===== src/rtl/decode_pkg.sv =====
// rtl/decode_pkg.sv - shared opcodes, sub-op codes and decoded-lane types for decode_stage
package decode_pkg;

    localparam int MAX_LANES = 4;
    localparam int PC_MAX    = 32;

    localparam logic [6:0] OP_LUI    = 7'b0110111;
    localparam logic [6:0] OP_AUIPC  = 7'b0010111;
    localparam logic [6:0] OP_JAL    = 7'b1101111;
    localparam logic [6:0] OP_JALR   = 7'b1100111;
    localparam logic [6:0] OP_BRANCH = 7'b1100011;
    localparam logic [6:0] OP_LOAD   = 7'b0000011;
    localparam logic [6:0] OP_STORE  = 7'b0100011;
    localparam logic [6:0] OP_IMM    = 7'b0010011;
    localparam logic [6:0] OP_REG    = 7'b0110011;

    localparam logic [3:0] ALU_ADD   = 4'b0000;
    localparam logic [3:0] ALU_SUB   = 4'b0001;
    localparam logic [3:0] ALU_SLL   = 4'b0010;
    localparam logic [3:0] ALU_SLT   = 4'b0011;
    localparam logic [3:0] ALU_SLTU  = 4'b0100;
    localparam logic [3:0] ALU_XOR   = 4'b0101;
    localparam logic [3:0] ALU_SRL   = 4'b0110;
    localparam logic [3:0] ALU_SRA   = 4'b0111;
    localparam logic [3:0] ALU_LUI   = 4'b1000;
    localparam logic [3:0] ALU_AUIPC = 4'b1001;
    localparam logic [3:0] ALU_OR    = 4'b1010;
    localparam logic [3:0] ALU_AND   = 4'b1011;
    localparam logic [3:0] ALU_JAL   = 4'b1100;
    localparam logic [3:0] ALU_JALR  = 4'b1101;

    localparam logic [1:0] FU_ALU    = 2'b00;
    localparam logic [1:0] FU_BR     = 2'b01;
    localparam logic [1:0] FU_LSU    = 2'b10;
    localparam logic [1:0] FU_MULDIV = 2'b11;

    localparam logic [31:0] NOP = 32'h0000_0013;

    typedef struct packed {
        logic              live;
        logic              illegal;
        logic [PC_MAX-1:0] pc;
        logic [4:0]        rs1;
        logic [4:0]        rs2;
        logic [4:0]        rd;
        logic [31:0]       imm;
        logic [3:0]        alu_op;
        logic [1:0]        fu_type;
        logic              alu_src;
        logic              branch;
        logic              mem_read;
        logic              mem_write;
        logic              reg_write;
    } decoded_t;

    typedef decoded_t [MAX_LANES-1:0] bundle_t;

    // alt selects SUB/SRA over ADD/SRL
    function automatic logic [3:0] alu_code(input logic [2:0] f3, input logic alt);
        case (f3)
            3'b000:  alu_code = alt ? ALU_SUB : ALU_ADD;
            3'b001:  alu_code = ALU_SLL;
            3'b010:  alu_code = ALU_SLT;
            3'b011:  alu_code = ALU_SLTU;
            3'b100:  alu_code = ALU_XOR;
            3'b101:  alu_code = alt ? ALU_SRA : ALU_SRL;
            3'b110:  alu_code = ALU_OR;
            default: alu_code = ALU_AND;
        endcase
    endfunction

endpackage


===== src/rtl/decode_lane.sv =====
// rtl/decode_lane.sv - combinational single-lane RV32I decode; DECODE_MULDIV_EN adds M-extension
module decode_lane
    import decode_pkg::*;
(
    input  logic [31:0]       instr,
    input  logic [PC_MAX-1:0] pc,
    input  logic              en,
    output decoded_t          dec
);

    logic [6:0] opcode, f7;
    logic [2:0] f3;
    logic [31:0] imm_i, imm_s, imm_b, imm_u, imm_j;
    logic       shift, ill;
    decoded_t   d;

    assign opcode = instr[6:0];
    assign f3     = instr[14:12];
    assign f7     = instr[31:25];
    assign shift  = (f3 == 3'b001) || (f3 == 3'b101);
    assign imm_i  = {{20{instr[31]}}, instr[31:20]};
    assign imm_s  = {{20{instr[31]}}, instr[31:25], instr[11:7]};
    assign imm_b  = {{19{instr[31]}}, instr[31], instr[7], instr[30:25], instr[11:8], 1'b0};
    assign imm_u  = {instr[31:12], 12'b0};
    assign imm_j  = {{11{instr[31]}}, instr[31], instr[19:12], instr[20], instr[30:21], 1'b0};

    always_comb begin
        d      = '0;
        ill    = 1'b0;
        case (opcode)
            OP_REG: begin
                if (f7 == 7'b0000000 || (f7 == 7'b0100000 && (f3 == 3'b000 || f3 == 3'b101))) begin
                    d.rs1 = instr[19:15]; d.rs2 = instr[24:20]; d.rd = instr[11:7];
                    d.alu_op = alu_code(f3, f7[5]); d.reg_write = 1'b1;
                end
`ifdef DECODE_MULDIV_EN
                else if (f7 == 7'b0000001) begin
                    d.rs1 = instr[19:15]; d.rs2 = instr[24:20]; d.rd = instr[11:7];
                    d.alu_op = {1'b0, f3}; d.fu_type = FU_MULDIV; d.reg_write = 1'b1;
                end
`endif
                else ill = 1'b1;
            end
            OP_IMM: begin
                // funct7 only qualifies the shift forms; elsewhere those bits are immediate
                if (shift && !(f7 == 7'b0000000 || (f3 == 3'b101 && f7 == 7'b0100000))) ill = 1'b1;
                else begin
                    d.rs1 = instr[19:15]; d.rd = instr[11:7]; d.imm = imm_i;
                    d.alu_op = alu_code(f3, shift && f7[5]); d.alu_src = 1'b1; d.reg_write = 1'b1;
                end
            end
            OP_LOAD: begin
                if (f3 == 3'b011 || f3 == 3'b110 || f3 == 3'b111) ill = 1'b1;
                else begin
                    d.rs1 = instr[19:15]; d.rd = instr[11:7]; d.imm = imm_i; d.alu_op = {1'b0, f3};
                    d.fu_type = FU_LSU; d.alu_src = 1'b1; d.mem_read = 1'b1; d.reg_write = 1'b1;
                end
            end
            OP_STORE: begin
                if (f3[2] || f3 == 3'b011) ill = 1'b1;
                else begin
                    d.rs1 = instr[19:15]; d.rs2 = instr[24:20]; d.imm = imm_s; d.alu_op = {1'b0, f3};
                    d.fu_type = FU_LSU; d.alu_src = 1'b1; d.mem_write = 1'b1;
                end
            end
            OP_BRANCH: begin
                if (f3 == 3'b010 || f3 == 3'b011) ill = 1'b1;
                else begin
                    d.rs1 = instr[19:15]; d.rs2 = instr[24:20]; d.imm = imm_b; d.alu_op = {1'b0, f3};
                    d.fu_type = FU_BR; d.branch = 1'b1;
                end
            end
            OP_LUI: begin
                d.rd = instr[11:7]; d.imm = imm_u; d.alu_op = ALU_LUI; d.alu_src = 1'b1; d.reg_write = 1'b1;
            end
            OP_AUIPC: begin
                d.rd = instr[11:7]; d.imm = imm_u; d.alu_op = ALU_AUIPC; d.alu_src = 1'b1; d.reg_write = 1'b1;
            end
            OP_JAL: begin
                d.rd = instr[11:7]; d.imm = imm_j; d.alu_op = ALU_JAL; d.fu_type = FU_BR;
                d.branch = 1'b1; d.reg_write = 1'b1;
            end
            OP_JALR: begin
                if (f3 != 3'b000) ill = 1'b1;
                else begin
                    d.rs1 = instr[19:15]; d.rd = instr[11:7]; d.imm = imm_i; d.alu_op = ALU_JALR;
                    d.fu_type = FU_BR; d.alu_src = 1'b1; d.branch = 1'b1; d.reg_write = 1'b1;
                end
            end
            default: ill = 1'b1;
        endcase
        if (ill) d = '0;
        d.illegal = ill;
        if (d.rd == 5'd0) d.reg_write = 1'b0;
        d.pc   = pc;
        d.live = en && (instr != NOP);
        if (!d.live) d = '0;
    end

    assign dec = d;

endmodule


===== src/rtl/decode_stage.sv =====
// rtl/decode_stage.sv - WIDTH-lane registered decode with 2-entry skid buffer; DECODE_MULDIV_EN enables M-extension decode
module decode_stage
    import decode_pkg::*;
#(
    parameter int WIDTH = 2,
    parameter int PC_W  = 9
) (
    input  logic                       clk,
    input  logic                       reset_n,
    input  logic                       flush,
    input  logic                       in_valid,
    output logic                       in_ready,
    input  logic [WIDTH-1:0][31:0]     in_instr,
    input  logic [WIDTH-1:0][PC_W-1:0] in_pc,
    input  logic [WIDTH-1:0]           in_lane_en,
    output logic                       out_valid,
    input  logic                       out_ready,
    output logic [WIDTH-1:0]           out_lane_valid,
    output logic [WIDTH-1:0][PC_W-1:0] out_pc,
    output logic [WIDTH-1:0][4:0]      out_rs1,
    output logic [WIDTH-1:0][4:0]      out_rs2,
    output logic [WIDTH-1:0][4:0]      out_rd,
    output logic [WIDTH-1:0][31:0]     out_imm,
    output logic [WIDTH-1:0][3:0]      out_alu_op,
    output logic [WIDTH-1:0][1:0]      out_fu_type,
    output logic [WIDTH-1:0]           out_alu_src,
    output logic [WIDTH-1:0]           out_branch,
    output logic [WIDTH-1:0]           out_mem_read,
    output logic [WIDTH-1:0]           out_mem_write,
    output logic [WIDTH-1:0]           out_reg_write,
    output logic [WIDTH-1:0]           out_illegal
);

    bundle_t dec_bundle, main_q, skid_q, head;
    logic    main_v, skid_v, any_live, enq, pop;

    for (genvar k = 0; k < MAX_LANES; k++) begin : g_lane
        if (k < WIDTH) begin : g_used
            decode_lane u_lane (
                .instr (in_instr[k]),
                .pc    (PC_MAX'(in_pc[k])),
                .en    (in_lane_en[k]),
                .dec   (dec_bundle[k])
            );
        end else begin : g_unused
            assign dec_bundle[k] = '0;
        end
    end

    always_comb begin
        any_live = 1'b0;
        for (int k = 0; k < MAX_LANES; k++) any_live = any_live | dec_bundle[k].live;
    end

    // in_ready depends only on registered state, so rename back-pressure never reaches fetch combinationally
    assign in_ready  = !skid_v;
    assign out_valid = main_v;
    assign pop       = main_v && out_ready;
    assign enq       = in_valid && in_ready && any_live;

    always_ff @(posedge clk or negedge reset_n) begin
        if (!reset_n) begin
            main_v <= 1'b0;
            skid_v <= 1'b0;
            main_q <= '0;
            skid_q <= '0;
        end else if (flush) begin
            main_v <= 1'b0;
            skid_v <= 1'b0;
        end else if (!main_v || pop) begin
            if (skid_v) begin
                main_q <= skid_q;
                skid_v <= 1'b0;
            end else begin
                main_v <= enq;
                if (enq) main_q <= dec_bundle;
            end
        end else if (enq) begin
            skid_q <= dec_bundle;
            skid_v <= 1'b1;
        end
    end

    assign head = main_v ? main_q : '0;

    always_comb begin
        for (int k = 0; k < WIDTH; k++) begin
            out_lane_valid[k] = head[k].live;
            out_pc[k]         = head[k].pc[PC_W-1:0];
            out_rs1[k]        = head[k].rs1;
            out_rs2[k]        = head[k].rs2;
            out_rd[k]         = head[k].rd;
            out_imm[k]        = head[k].imm;
            out_alu_op[k]     = head[k].alu_op;
            out_fu_type[k]    = head[k].fu_type;
            out_alu_src[k]    = head[k].alu_src;
            out_branch[k]     = head[k].branch;
            out_mem_read[k]   = head[k].mem_read;
            out_mem_write[k]  = head[k].mem_write;
            out_reg_write[k]  = head[k].reg_write;
            out_illegal[k]    = head[k].illegal;
        end
    end

endmodule


===== config.mk =====
export PLATFORM = sky130hd
export DESIGN_NAME = decode_stage
export DESIGN_NICKNAME = d
export VERILOG_FILES = /design/src/rtl/decode_pkg.sv /design/src/rtl/decode_lane.sv /design/src/rtl/decode_stage.sv
export SDC_FILE = /design/constraint.sdc
export NUM_CORES = 1
export LEC_CHECK = 0
export ABC_AREA = 1
export ABC_CLOCK_PERIOD_IN_PS = 2200
export BUFFER_PORTS_ARGS = -buffer_cell sky130_fd_sc_hd__buf_4
export CELL_PAD_IN_SITES_DETAIL_PLACEMENT = 1
export CELL_PAD_IN_SITES_GLOBAL_PLACEMENT = 2
export CORE_MARGIN = 2
export CORE_UTILIZATION = 32
export CTS_CLUSTER_SIZE = 12
export DETAILED_ROUTE_END_ITERATION = 16
export GPL_TIMING_DRIVEN = 0
export PLACE_DENSITY = 0.88
export SYNTH_ARGS = -nofsm -noshare
export SYNTH_HDL_FRONTEND = slang
export SYNTH_SLANG_ARGS = --single-unit

===== constraint.sdc =====
create_clock -name clk -period 2.2 [get_ports clk]
set_input_delay 0.22 -clock clk [delete_from_list [all_inputs] [get_ports clk]]
set_output_delay 0.22 -clock clk [all_outputs]
set_load 0.02 [all_outputs]

Yosys cells after proc, flatten, opt, wreduce, memory -nomap -nowiden
Index checks and enable logic that the tools add are counted.
{"block": "op_classes", "eq_ne": 37, "mux": 99, "bitwise_logic": 3, "n_reduce_logical": 52}
{"cell": "$mux 368", "n": 2}
{"cell": "$pmux 32 s7", "n": 2}
{"cell": "$mux 184", "n": 1}
{"cell": "$mux 92", "n": 2}
{"cell": "$mux 58", "n": 2}
{"cell": "$pmux 4 s7", "n": 4}
{"cell": "$mux 45", "n": 2}
{"cell": "$mux 44", "n": 2}
{"cell": "$mux 41", "n": 2}
{"cell": "$mux 39", "n": 2}
{"cell": "$mux 38", "n": 2}
{"cell": "$pmux 4 s9", "n": 2}
{"cell": "$ne 32x5->1 const B", "n": 2}
{"cell": "$pmux 5 s6", "n": 2}
{"cell": "$eq 7x6->1 const B", "n": 8}
{"cell": "$pmux 5 s5", "n": 2}
{"cell": "$mux 1", "n": 44}
{"cell": "$eq 7x7->1 const B", "n": 6}
{"cell": "$mux 10", "n": 4}
{"cell": "$mux 15", "n": 2}
{"cell": "$mux 5", "n": 6}
{"cell": "$pmux 5 s3", "n": 2}
{"cell": "$eq 7x5->1 const B", "n": 4}
{"cell": "$eq 3x3->1 const B", "n": 8}
{"cell": "23 further kinds", "n": 76}
{"block": "word_totals", "regBits": 370, "out_inout_bits": 140, "word_cells": 249}

Longest topological paths before layout
Gate-level depths: netlist of run 1.
{"block": "depth", "depth_word": 16, "ltp_mapped": 18, "ltp_nobuf": 14}

Hierarchy
A second synthesis of run 1 with hierarchy kept.
{"block": "unflattened", "hier_cells": 3040, "area_unflattened_um2": 18756.7}
{"mod": "decode_stage", "n_inst": 1, "cells_per_inst": 1953, "area_each_um2": 13795.7, "seq_area_each_um2": 6956.7}
{"mod": "decode_lane at g_lane[1].g_used.u_lane", "n_inst": 1, "cells_per_inst": 549, "area_each_um2": 2501.1, "seq_area_each_um2": 0.0}
{"mod": "decode_lane at g_lane[0].g_used.u_lane", "n_inst": 1, "cells_per_inst": 538, "area_each_um2": 2459.9, "seq_area_each_um2": 0.0}

Worst setup path before layout of run 1
Ideal clock, no wire load.
{"block": "synth_timing", "path_type": "input-to-reg", "start": "in in_instr[62] (netlist name)", "end": "reg main_q[102] (netlist name)", "setup_time_ns": 0.116, "arrival_time_ns": 1.625, "required_ns": 2.084, "setup_slack_ns": 0.459, "cell_stages": 18, "n_path_buf": 4, "cell_sequence": "buf_2 -> inv_2 -> nand2_1 -> nor2_1 -> nand2_1 -> nor2_1 -> nand2_1 -> nand2_2 -> nand2_2 -> nand2_4 -> nand2_1 -> nand2_2 -> buf_6 -> inv_2 -> buf_6 -> buf_6 -> nand2_1 -> nand2_1"}
{"block": "synth_between", "elab_chain_cells": 11, "word_cells_on_any_way": 24}
{"item": "start: declaration", "line": "decode_stage.sv:13", "text": "input logic [WIDTH-1:0][31:0] in_instr,"}
{"item": "$eq 7x6->1", "line": "decode_lane.sv:32, decode_lane.sv:46"}
{"item": "$logic_and 1x1->1", "line": "decode_lane.sv:46", "text": "if (shift && !(f7 == 7'b0000000 || (f3 == 3'b101 && f7 == 7'b0100000))) ill = 1'b1;"}
{"item": "$logic_or 1x1->1", "line": "decode_lane.sv:46"}
{"item": "$logic_not 1->1", "line": "decode_lane.sv:46"}
{"item": "$logic_and 1x1->1", "line": "decode_lane.sv:46"}
{"item": "$mux 41 or $mux 1 (tied branches)", "line": "decode_lane.sv:46"}
{"item": "$pmux 4 s9 or $pmux 1 s7 (tied branches)", "line": "decode_lane.sv:30", "text": "case (opcode)"}
{"item": "$mux 58", "line": "decode_lane.sv:92", "text": "if (ill) d = '0;"}
{"item": "$mux 92 (*)", "line": "decode_lane.sv:97", "text": "if (!d.live) d = '0;"}
{"item": "$mux 368", "line": "decode_stage.sv:76", "text": "if (enq) main_q <= dec_bundle;"}
{"item": "$mux 368", "line": "decode_stage.sv:71", "text": "if (skid_v) begin"}
{"item": "end signal: assignment", "line": "decode_stage.sv:72", "text": "main_q <= skid_q;"}
{"item": "end signal: assignment", "line": "decode_stage.sv:76"}
{"item": "end: declaration", "line": "decode_stage.sv:34", "text": "bundle_t dec_bundle, main_q, skid_q, head;"}
Every way passes the cells marked *; elsewhere a longest branch is shown, timed or not. The select of a mux whose other input is x is not followed.
A chain may end at the register's enable or synchronous reset.

Worst setup path after layout of run 1
{"block": "layout_timing", "start": "reg skid_v", "end": "out in_ready"}
{"block": "layout_between", "elab_chain_cells": 1}
{"item": "start: declaration", "line": "decode_stage.sv:35", "text": "logic main_v, skid_v, any_live, enq, pop;"}
{"item": "start signal: assignment", "line": "decode_stage.sv:64", "text": "skid_v <= 1'b0;"}
{"item": "start signal: assignment", "line": "decode_stage.sv:69", "text": "skid_v <= 1'b0;"}
{"item": "start signal: assignment", "line": "decode_stage.sv:73", "text": "skid_v <= 1'b0;"}
{"item": "$logic_not 1->1", "line": "decode_stage.sv:56", "text": "assign in_ready = !skid_v;"}
{"item": "end: declaration", "line": "decode_stage.sv:12", "text": "output logic in_ready,"}
Every way passes these cells.

==> impl_results.md, run 1 <==
* Hold Vio Cnt, Final at 0
* MaxCap Viol Count at 0
* Pre-CTS setup slack at -0.598 ns
* Worst path slowest cell: dfrtp_1
* Crit path buffers/inverters at 3
* CP Capture Type: output pin
* CP required at 1.98 ns
* Commonest cells after routing, fill and taps aside: nand2_1 (1193), nand3_1 (337), dfrtp_1 (277)
* Effective utilization at floorplan at 32.5%
* Chip Height at roughly 240 um
* Max-slew headroom at between 30% and 40%
* Post-route ant nets at 0
* Global Route Usage Sum at 27.3%
* Post-Syn Area at 17500 um^2
* Clock period minus final worst setup slack at 2.10 ns
* Setup WS post-layout at approximately 0.098 ns
* Post-Syn Nets at roughly 2900
* CP max FO at 19
* Crit start category: flop
* CTS root buffer: clkbuf_16
* Post-synth top flop: dfrtp_1
* CTS sink cnt at around 280
* Status: finished clean
* HPWL after DPL at between 50 and 60 mm
* Post-synthesis register bit count at 278
* DRT Pass-1 Iters at 5
* Dominant cells by area after synthesis: dfrtp_1 (40%), nand2_1 (26%), nand3_1 (9.6%)
* Leak at around 13 nW
* Cts bufs inserted at 34
* Core area at around 54000 um^2
* Die width at around 240 um
* CP top delay family: buffers and inverters
* Post-synth EDFFs at 0
* Post-CTS setup buffers at 0
* Slew Limit Fails at 0
* Vias in the first global route at 19735
* Setup Skew at between 0.02 and 0.025 ns
* PwrDens at 590 nW/um^2
* Register area share after synthesis at between 30% and 40%
* Worst-Margin Slew at 0.913 ns
* Cells after synthesis at 2779
* Arr. time, crit path at approximately 1.9 ns
* P&R area growth vs syn at 22.0%
* Setup Viol. Count Final at 0
* Reg clk slew, reported paths at 0.06 ns
* Period utilization at 95.6%
* Setup TNS at 0 ns
* Netlist cell types at 31
* Vias after detailed routing at roughly 19000
* Crit-path cells: inv_1 > buf_2 > buf_4
* Grt met1 use at 38.1%
* Die footprint at 56600 um^2
* Starting DRT DRC Count at around 1600
* First-pass GRT wire length at ~120 mm
* GRT busiest layer: met2
* Cell accounting for the most synthesized area: dfrtp_1
* Async S/R FF share, synth at 100%
* Commonest non-fill, non-tap cell in the layout: nand2_1
* I/O pin cnt at ~230
* Ant. Diodes at 0
* Synth top area share at around 40%
* I/O Buffers at 209
* Worst min path class: primary input to flop
* Multi-input logic area at 8730 um^2
* Clk_lat worst skew at 0.55 ns
* Initial antenna violation count at 0
* Bufs on Longest Clock Path at 3
* GR Util met2 at 44.4%
* Grt met3 use at 3.42%
* Rows at 85
* Critical path type: flop to output pin
* Register area at around 7000 um^2
* GRT Residual Overflow at 0
* DRC errors left at 0
* Peak supply drop at approximately 0.00040 V
* Largest net degree at the start of global routing at between 100 and 150
* Via-to-Cell Ratio at 5.17
* H-Tree Depth at 2
* Fillers at 7013
* Layout cell share with drive strength beyond 1 at about 13%
* WL/cell at slightly above 20 um
* Final net count at approximately 3100
* Avg Inst Size Synth at approximately 6.3 um^2
* CTS tree: done
* Crit path largest cell delay at between 0.4 and 0.5 ns
* Hold_ws at between 0.02 and 0.03 ns
* Finished Core Util at about two fifths
* WL final at 78.1 mm
* RSZ-0062 raised after global routing: false
* YS warnings at 0
* Gp weighted congestion at roughly 0.93
* Total power at 12.6 mW
* Max Clk Rate at ~480 MHz
==> flip-flops by register name, indices dropped and copies added, names as in the netlist <==
signal,flops
main_q,138
out_valid,1
skid_q,138
skid_v,1
==> power breakdown <==
part           leakage, nW  internal (mW)  total, mW  switching, mW
combinational         8.35          0.463       1.59           1.13
sequential            3.83           5.34       5.47          0.127
clock                0.541           3.18       5.56           2.38
==> cell families after synthesis <==
kind of cell / count (synthesis) / share of synthesized area (%)
and+or+nand+nor: 1843 / 43.0
buffers and inverters: 426 / 10.5
AOI/OAI and AO/OA: 232 / 6.86
DFF: 278 / 39.7
==> synthesized netlist by cell type (17+ instances only) <==
master	n
nand3_1	337
nor3_1	29
nor2_1	238
inv_1	219
clkbuf_1	80
o21ai_1	54
dfrtp_1	278
o21ai_0	148
buf_2	66
nand4_1	17
nand2_1	1193
==> worst paths after layout <==
| path | startpoint | end | slack, ns | cells after the start |
|---|---|---|---|---|
| setup / recovery | skid_v | in_ready | 0.1 | 3 |
| hold / removal | in_instr[40] | skid_q[136] | 0.03 | 3 |
| setup reg to reg | skid_v | main_q[142] | 0.14 | 5 |
| hold reg to reg | main_q[121] | main_q[121] | 0.48 | 2 |
| max in group asynchronous | reset_n | out_valid | 0.84 | 3 |
| min in group asynchronous | reset_n | main_q[106] | 0.30 | 2 |
==> final cells by class <==
type	instances	area share [%]
Buffer	185	4.60
Clock buffer	44	4.44
Clock inverter	15	0.609
Inverter	239	4.21
Multi-Input combinational cell	2075	40.8
Sequential cell	278	32.6
Tap cell	696	4.07
Timing Repair Buffer	233	8.66
==> worst min-delay path, stage by stage <==
cell and delay, ns:
buf_4 0.15, nand3_1 0.08, o21ai_1 0.07
==> routing by layer <==
layer	up-vias	wire (um)
li1	9193	-
met1	9598	36200
met2	552	35800
met3	126	3830
met4	0	2280
met5	-	0
==> metrics by stage <==
stage / instances / cell area [um^2]
floorplan: 2779 / 17500
global placement: 3684 / 20000
detailed placement: 3686 / 20000
CTS: 3765 / 21400
global route: 3765 / 21400
finish: 3765 / 21400
==> repair_timing <==
action,CTS,global route
endpoints found under the setup margin,163,53
endpoints found under the hold margin,129,0
resized for setup,25,10
hold buffers,22,0
cloned,0,0
Power figures use the tool's default switching activity.
==> inputs of run 2 (changes only) <==
SYNTH_HIERARCHICAL = 1   (was default)
==> impl_results.md, run 2 <==
* Pre-CTS setup slack at -1.00 ns
* I/O Buffers at around 220
* DRC errors left at 0
* DP Cell Count at approximately 3900
* Starting DRT DRC Count at approximately 1500
* Met1 Wirelength at roughly 37 mm
* PwrDens at about 580 nW/um^2
* Via-to-Cell Ratio at 5.06
* MaxCap Viol Count at 0
* Rows at just under 90
* Period utilization at between 90% and 100%
* First-pass GRT wire length at 120 mm
* Worst-Margin Slew at between 0.7 and 0.8 ns
* Arr. time, crit path at between 1.5 and 2 ns
* Clk_lat worst skew at ~0.56 ns
* CP max FO at 10
* Die width at roughly 240 um
* Final cell count without fillers at 3988
* I/O pin cnt at approximately 230
* Setup Skew at about 0.017 ns
* P&R area growth vs syn at 21.9%
* Worst Setup SP: skid_v
* Placed cell areas at 21100 um^2
* CP required at around 2.0 ns
* DRT Pass-1 Iters at 5
* Worst R2R Setup Slack at ~0.18 ns
* Commonest non-fill, non-tap cell in the layout: nand2_1
* Global Route Usage Sum at approximately 26%
* Setup Viol. Count Final at 0
* Commonest cells after routing, fill and taps aside: nand2_1 (1271), nand3_1 (494), inv_1 (286)
* CTS tree: done
* Max-slew headroom at about 50%
* RSZ-0062 raised after global routing: true
* Max Clk Rate at 465 MHz
* Setup WS post-layout at approximately 0.05 ns
* CP Capture Type: output pin
* Slew Limit Fails at 0
* Crit-path cells: buf_6 > inv_2 > buf_2 > clkbuf_4 > buf_4
* YS warnings at 6
* Regs by FF count: main_q (138), skid_q (138)
* Crit path buffers/inverters at 5
* Avg Inst Size Synth at roughly 6.2 um^2
* Initial antenna violation count at 3
* Final Cell Area at 22400 um^2
* WL/cell at approximately 19 um
* WL final at between 70 and 80 mm
* Critical path depth at 5
* Post-Syn Area at 18400 um^2
* GRT Residual Overflow at 0
* Chip Height at between 200 and 250 um
* Worst hold path cell count at 4
* Crit start category: flop
* Post-Syn Nets at roughly 3000
* Layout cell share with drive strength beyond 1 at 16.6%
* HPWL after DPL at about 59 mm
* Die footprint at 59400 um^2
* Cts bufs inserted at 35
* Clock period minus final worst setup slack at 2.15 ns
* Crit path largest cell delay at between 0.3 and 0.4 ns
* Total power at 12.9 mW
* CTS root buffer: clkbuf_16
* Reg clk slew, reported paths at 0.06 ns
* Critical path type: flop to output pin
* Met2 WL at approximately 35 mm
* Gp weighted congestion at 0.926
* Vias after detailed routing at between 20000 and 25000
* Worst path slowest cell: dfrtp_1
* RR Endpoint: main_q[32]
* Reg2Reg Launch Point: out_valid
* H-Tree Depth at 2
* Effective utilization at floorplan at 32.5%
* Peak supply drop at roughly 0.00039 V
* Finished Core Util at between 30% and 40%
* Largest net degree at the start of global routing at between 100 and 150
* Status: finished clean
* CTS sink cnt at between 200 and 300
* Bufs on Longest Clock Path at 3
* Post-route ant nets at 0
* Crit path to: in_ready
* Vias in the first global route at around 21000
* Routed length on met3 at 3.48 mm
* Cells after synthesis at slightly below 3000
* Leak at between 10 and 15 nW
* CP top delay family: buffers and inverters
* Hold Vio Cnt, Final at 0
* Worst min path class: primary input to flop
* Top sig layer: met4
* Final net count at between 3000 and 4000
* Reg2reg path depth at 6
* Core area at roughly 57000 um^2
==> run 2: layer usage <==
metal / GRT usage, % / vias to the layer above
li1: - / 9687
met1: 36.5 / 9873
met2: 41.0 / 505
met3: 2.99 / 114
met4: 8.97 / 0
met5: 0 / -
==> run 2: worst min-delay path, delay by kind of cell <==
kind	cells	cell delay (ns)
and+or+nand+nor	1	0.06
buffers and inverters	2	0.16
AOI/OAI and AO/OA	1	0.10
==> run 2: where the power goes <==
part	internal [mW]	total [mW]	switching [mW]	leakage, nW
clock network	3.46	5.87	2.42	0.571
registers	5.29	5.39	0.103	3.84
logic	0.457	1.63	1.18	9.36
total	9.20	12.9	3.70	13.8
==> run 2: repair_timing <==
item	CTS	global route
buffers inserted	1	1
endpoints found under the setup margin	353	276
gates resized for setup	37	29
pin swaps	1	1
endpoints found under the hold margin	87	0
hold buffers	1	0
==> run 2: worst min path at each step <==
stage	startpoint	to	slack, ns
2_1_floorplan	reset_n	main_q[0]	-0.08
3_3_place_gp	skid_q[109]	skid_q[109]	0.45
3_5_place_dp	reset_n	main_q[53]	0.30
4_1_cts	flush	out_valid	0.005
5_1_grt	flush	out_valid	0.05
6_report	flush	out_valid	0.03
==> run 2: cell type report <==
type | count | area, um^2
Clock inverter | 13 | 138
Tap cell | 756 | 946
Clock buffer | 49 | 1010
Timing Repair Buffer | 227 | 1750
Buffer | 187 | 1050
Antenna cell | 1 | 2.50
Fill cell | 7432 | 34200
Multi-Input combinational cell | 2156 | 9340
Inverter | 321 | 1210
Sequential cell | 278 | 6960
==> run 2: per-stage QoR <==
stage	hold slack, ns	TNS, ns
after floorplan	-0.0756	0
after global placement	0.453	-698.61
after detailed placement	0.301	-247.01
after CTS	0.00542	0
after global routing	0.0459	-0.00121
final	0.0328	0
==> inputs of run 3 (changes only) <==
--- a/config.mk
+++ b/config.mk
@@ -15,6 +15,6 @@
 export CTS_CLUSTER_SIZE = 12
 export DETAILED_ROUTE_END_ITERATION = 16
-export GPL_TIMING_DRIVEN = 0
 export PLACE_DENSITY = 0.88
+export SLEW_MARGIN = 15
 export SYNTH_ARGS = -nofsm -noshare
 export SYNTH_HDL_FRONTEND = slang
==> constraint.sdc (replaced) <==
create_clock -name clk -period 2.2 [get_ports clk]
set_input_delay 0.22 -clock clk [delete_from_list [all_inputs] [get_ports clk]]
set_output_delay 0.22 -clock clk [all_outputs]
set_load 0.1 [all_outputs]
==> impl_results.md, run 3 (synthesized netlist as in run 2, its figures left out) <==
* H-Tree Depth at 2
* Bufs on Longest Clock Path at 3
* Commonest non-fill, non-tap cell in the layout: nand2_1
* Period utilization at a little over nine tenths
* CTS sink cnt at between 200 and 300
* Gp weighted congestion at ~0.95
* Worst-Margin Slew at roughly 0.60 ns
* Clock period minus final worst setup slack at roughly 2.1 ns
* Layout cell share with drive strength beyond 1 at 22.9%
* HPWL after DPL at 56.7 mm
* Largest net degree at the start of global routing at about 110
* Die footprint at 59400 um^2
* Initial antenna violation count at 1
* Commonest cells after routing, fill and taps aside: nand2_1 (1271), nand3_1 (495), buf_4 (476)
* I/O Buffers at about 230
* Worst min path class: primary input to flop
* WL/cell at between 15 and 20 um
* Chip Height at around 240 um
* Max Clk Rate at around 470 MHz
* Global Route Usage Sum at 25.4%
* Setup Viol. Count Final at 0
* MaxCap Viol Count at 0
* DRC errors left at 0
* Setup Skew at around 0.023 ns
* Starting DRT DRC Count at approximately 1400
* Final cell count without fillers at 4088
* Worst path slowest cell: dfrtp_4
* Crit start category: flop
* Crit-path cells: buf_4 > buf_4 > nand2_1 > clkinvlp_4 > buf_4
* RR Endpoint: main_q[30]
* Slew Limit Fails at 0
* Hold Vio Cnt, Final at 0
* Reg clk slew, reported paths at 0.06 ns
* Post-route ant nets at 0
* Rows at 87
* Crit path largest cell delay at roughly 0.56 ns
* Worst R2R Setup Slack at around 0.15 ns
* Hold Startpoint: in_pc[0]
* Reg2Reg Launch Point: out_valid
* Cts bufs inserted at 36
* CTS root buffer: clkbuf_16
* CTS tree: done
* CP required at just under 2 ns
* Clk_lat worst skew at 0.56 ns
* Crit path buffers/inverters at 4
* Leak at between 10 and 15 nW
* RSZ-0062 raised after global routing: false
* P&R area growth vs syn at 31.8%
* First-pass GRT wire length at roughly 120 mm
* Vias in the first global route at 20933
* Placed cell areas at around 23000 um^2
* Die width at 244 um
* Crit-path most repeated cell: buf_4
* CP top delay family: buffers and inverters
* CP Capture Type: output pin
* Regs by FF count: main_q (138), skid_q (138)
* Final net count at 3395
* Vias after detailed routing at 20547
* Worst hold path cell count at 5
* Critical path type: flop to output pin
* Via-to-Cell Ratio at between 5 and 6
* WL final at approximately 76 mm
* Peak supply drop at 0.000513 V
* Arr. time, crit path at 1.91 ns
* DRT Pass-1 Iters at 5
* Reg2reg path depth at 6
* Hold endpoint: skid_q[58]
* Max-slew headroom at around three fifths
* CP max FO at 9
* GRT Residual Overflow at 0
* PwrDens at around 540 nW/um^2
* Status: finished clean
* I/O pin cnt at 229
* DP Cell Count at between 4000 and 5000
* Effective utilization at floorplan at 32.5%
* Ant. Diodes at 0
* Final Cell Area at 24200 um^2
* Core area at approximately 57000 um^2
run 3: timing repair:
item	in CTS	in global routing
pin swaps	0	0
hold buffers	1	0
setup buffers	5	0
endpoints found under the setup margin	107	2
gates resized for setup	0	6
endpoints found under the hold margin	55	0
run 3: stage by stage:
stage | power (mW) | util [%] | setup WS [ns] | setup TNS, ns | hold slack (ns)
after floorplan | 6.47 | - | 0.0705 | 0 | -0.0756
after global placement | 7.37 | 40.7 | -0.125 | -1.25 | 0.195
after detailed placement | 7.42 | 40.7 | -0.164 | -3.17 | 0.210
after CTS | 13.3 | 42.8 | 0.0286 | 0 | 0.00278
after global routing | 13.7 | 42.8 | 0.000304 | 0 | 0.0688
final | 13.1 | 42.8 | 0.0716 | 0 | 0.0317
run 3: power breakdown:
part | switching, mW | total, mW | internal [mW]
combinational | 1.36 | 1.95 | 0.597
clock | 2.41 | 5.78 | 3.37
sequential | 0.105 | 5.40 | 5.29
run 3: per-layer routing:
layer  track usage [%]  vias to the layer above  part of all wire, %
li1                  -                     9866                    -
met1              37.8                    10167                   49
met2              40.2                      451                   45
met3              2.50                       63                  4.2
met4              4.56                        0                  1.3
met5                 0                        -                    0
run 3: cell type report:
| cell class | count | area, um^2 |
|---|---|---|
| well taps | 756 | 946 |
| multi-input cells | 2156 | 9310 |
| clock inverters | 15 | 168 |
| repair buffers | 513 | 4260 |
| fillers | 7322 | 32400 |
| flip-flops and latches | 278 | 6960 |
| clock buffers | 49 | 970 |
| inverters | 321 | 1620 |
run 3: worst max path at each step:
stage	start	end	slack (ns)	cells past startpoint
2_1_floorplan	out_valid	out_alu_op[4]	0.07	5
3_3_place_gp	in_instr[29]	main_q[43]	-0.13	15
3_5_place_dp	in_instr[29]	main_q[0]	-0.16	15
4_1_cts	out_valid	out_imm[20]	0.03	4
5_1_grt	out_valid	out_alu_op[6]	0.0003	5
6_report	out_valid	out_alu_op[6]	0.07	5
run 3: worst min-delay path, cell delays in order:
cell and delay (ns):
buf_4 0.11, inv_1 0.05, nor2_1 0.05, nand3_1 0.07
nand2_1 0.05
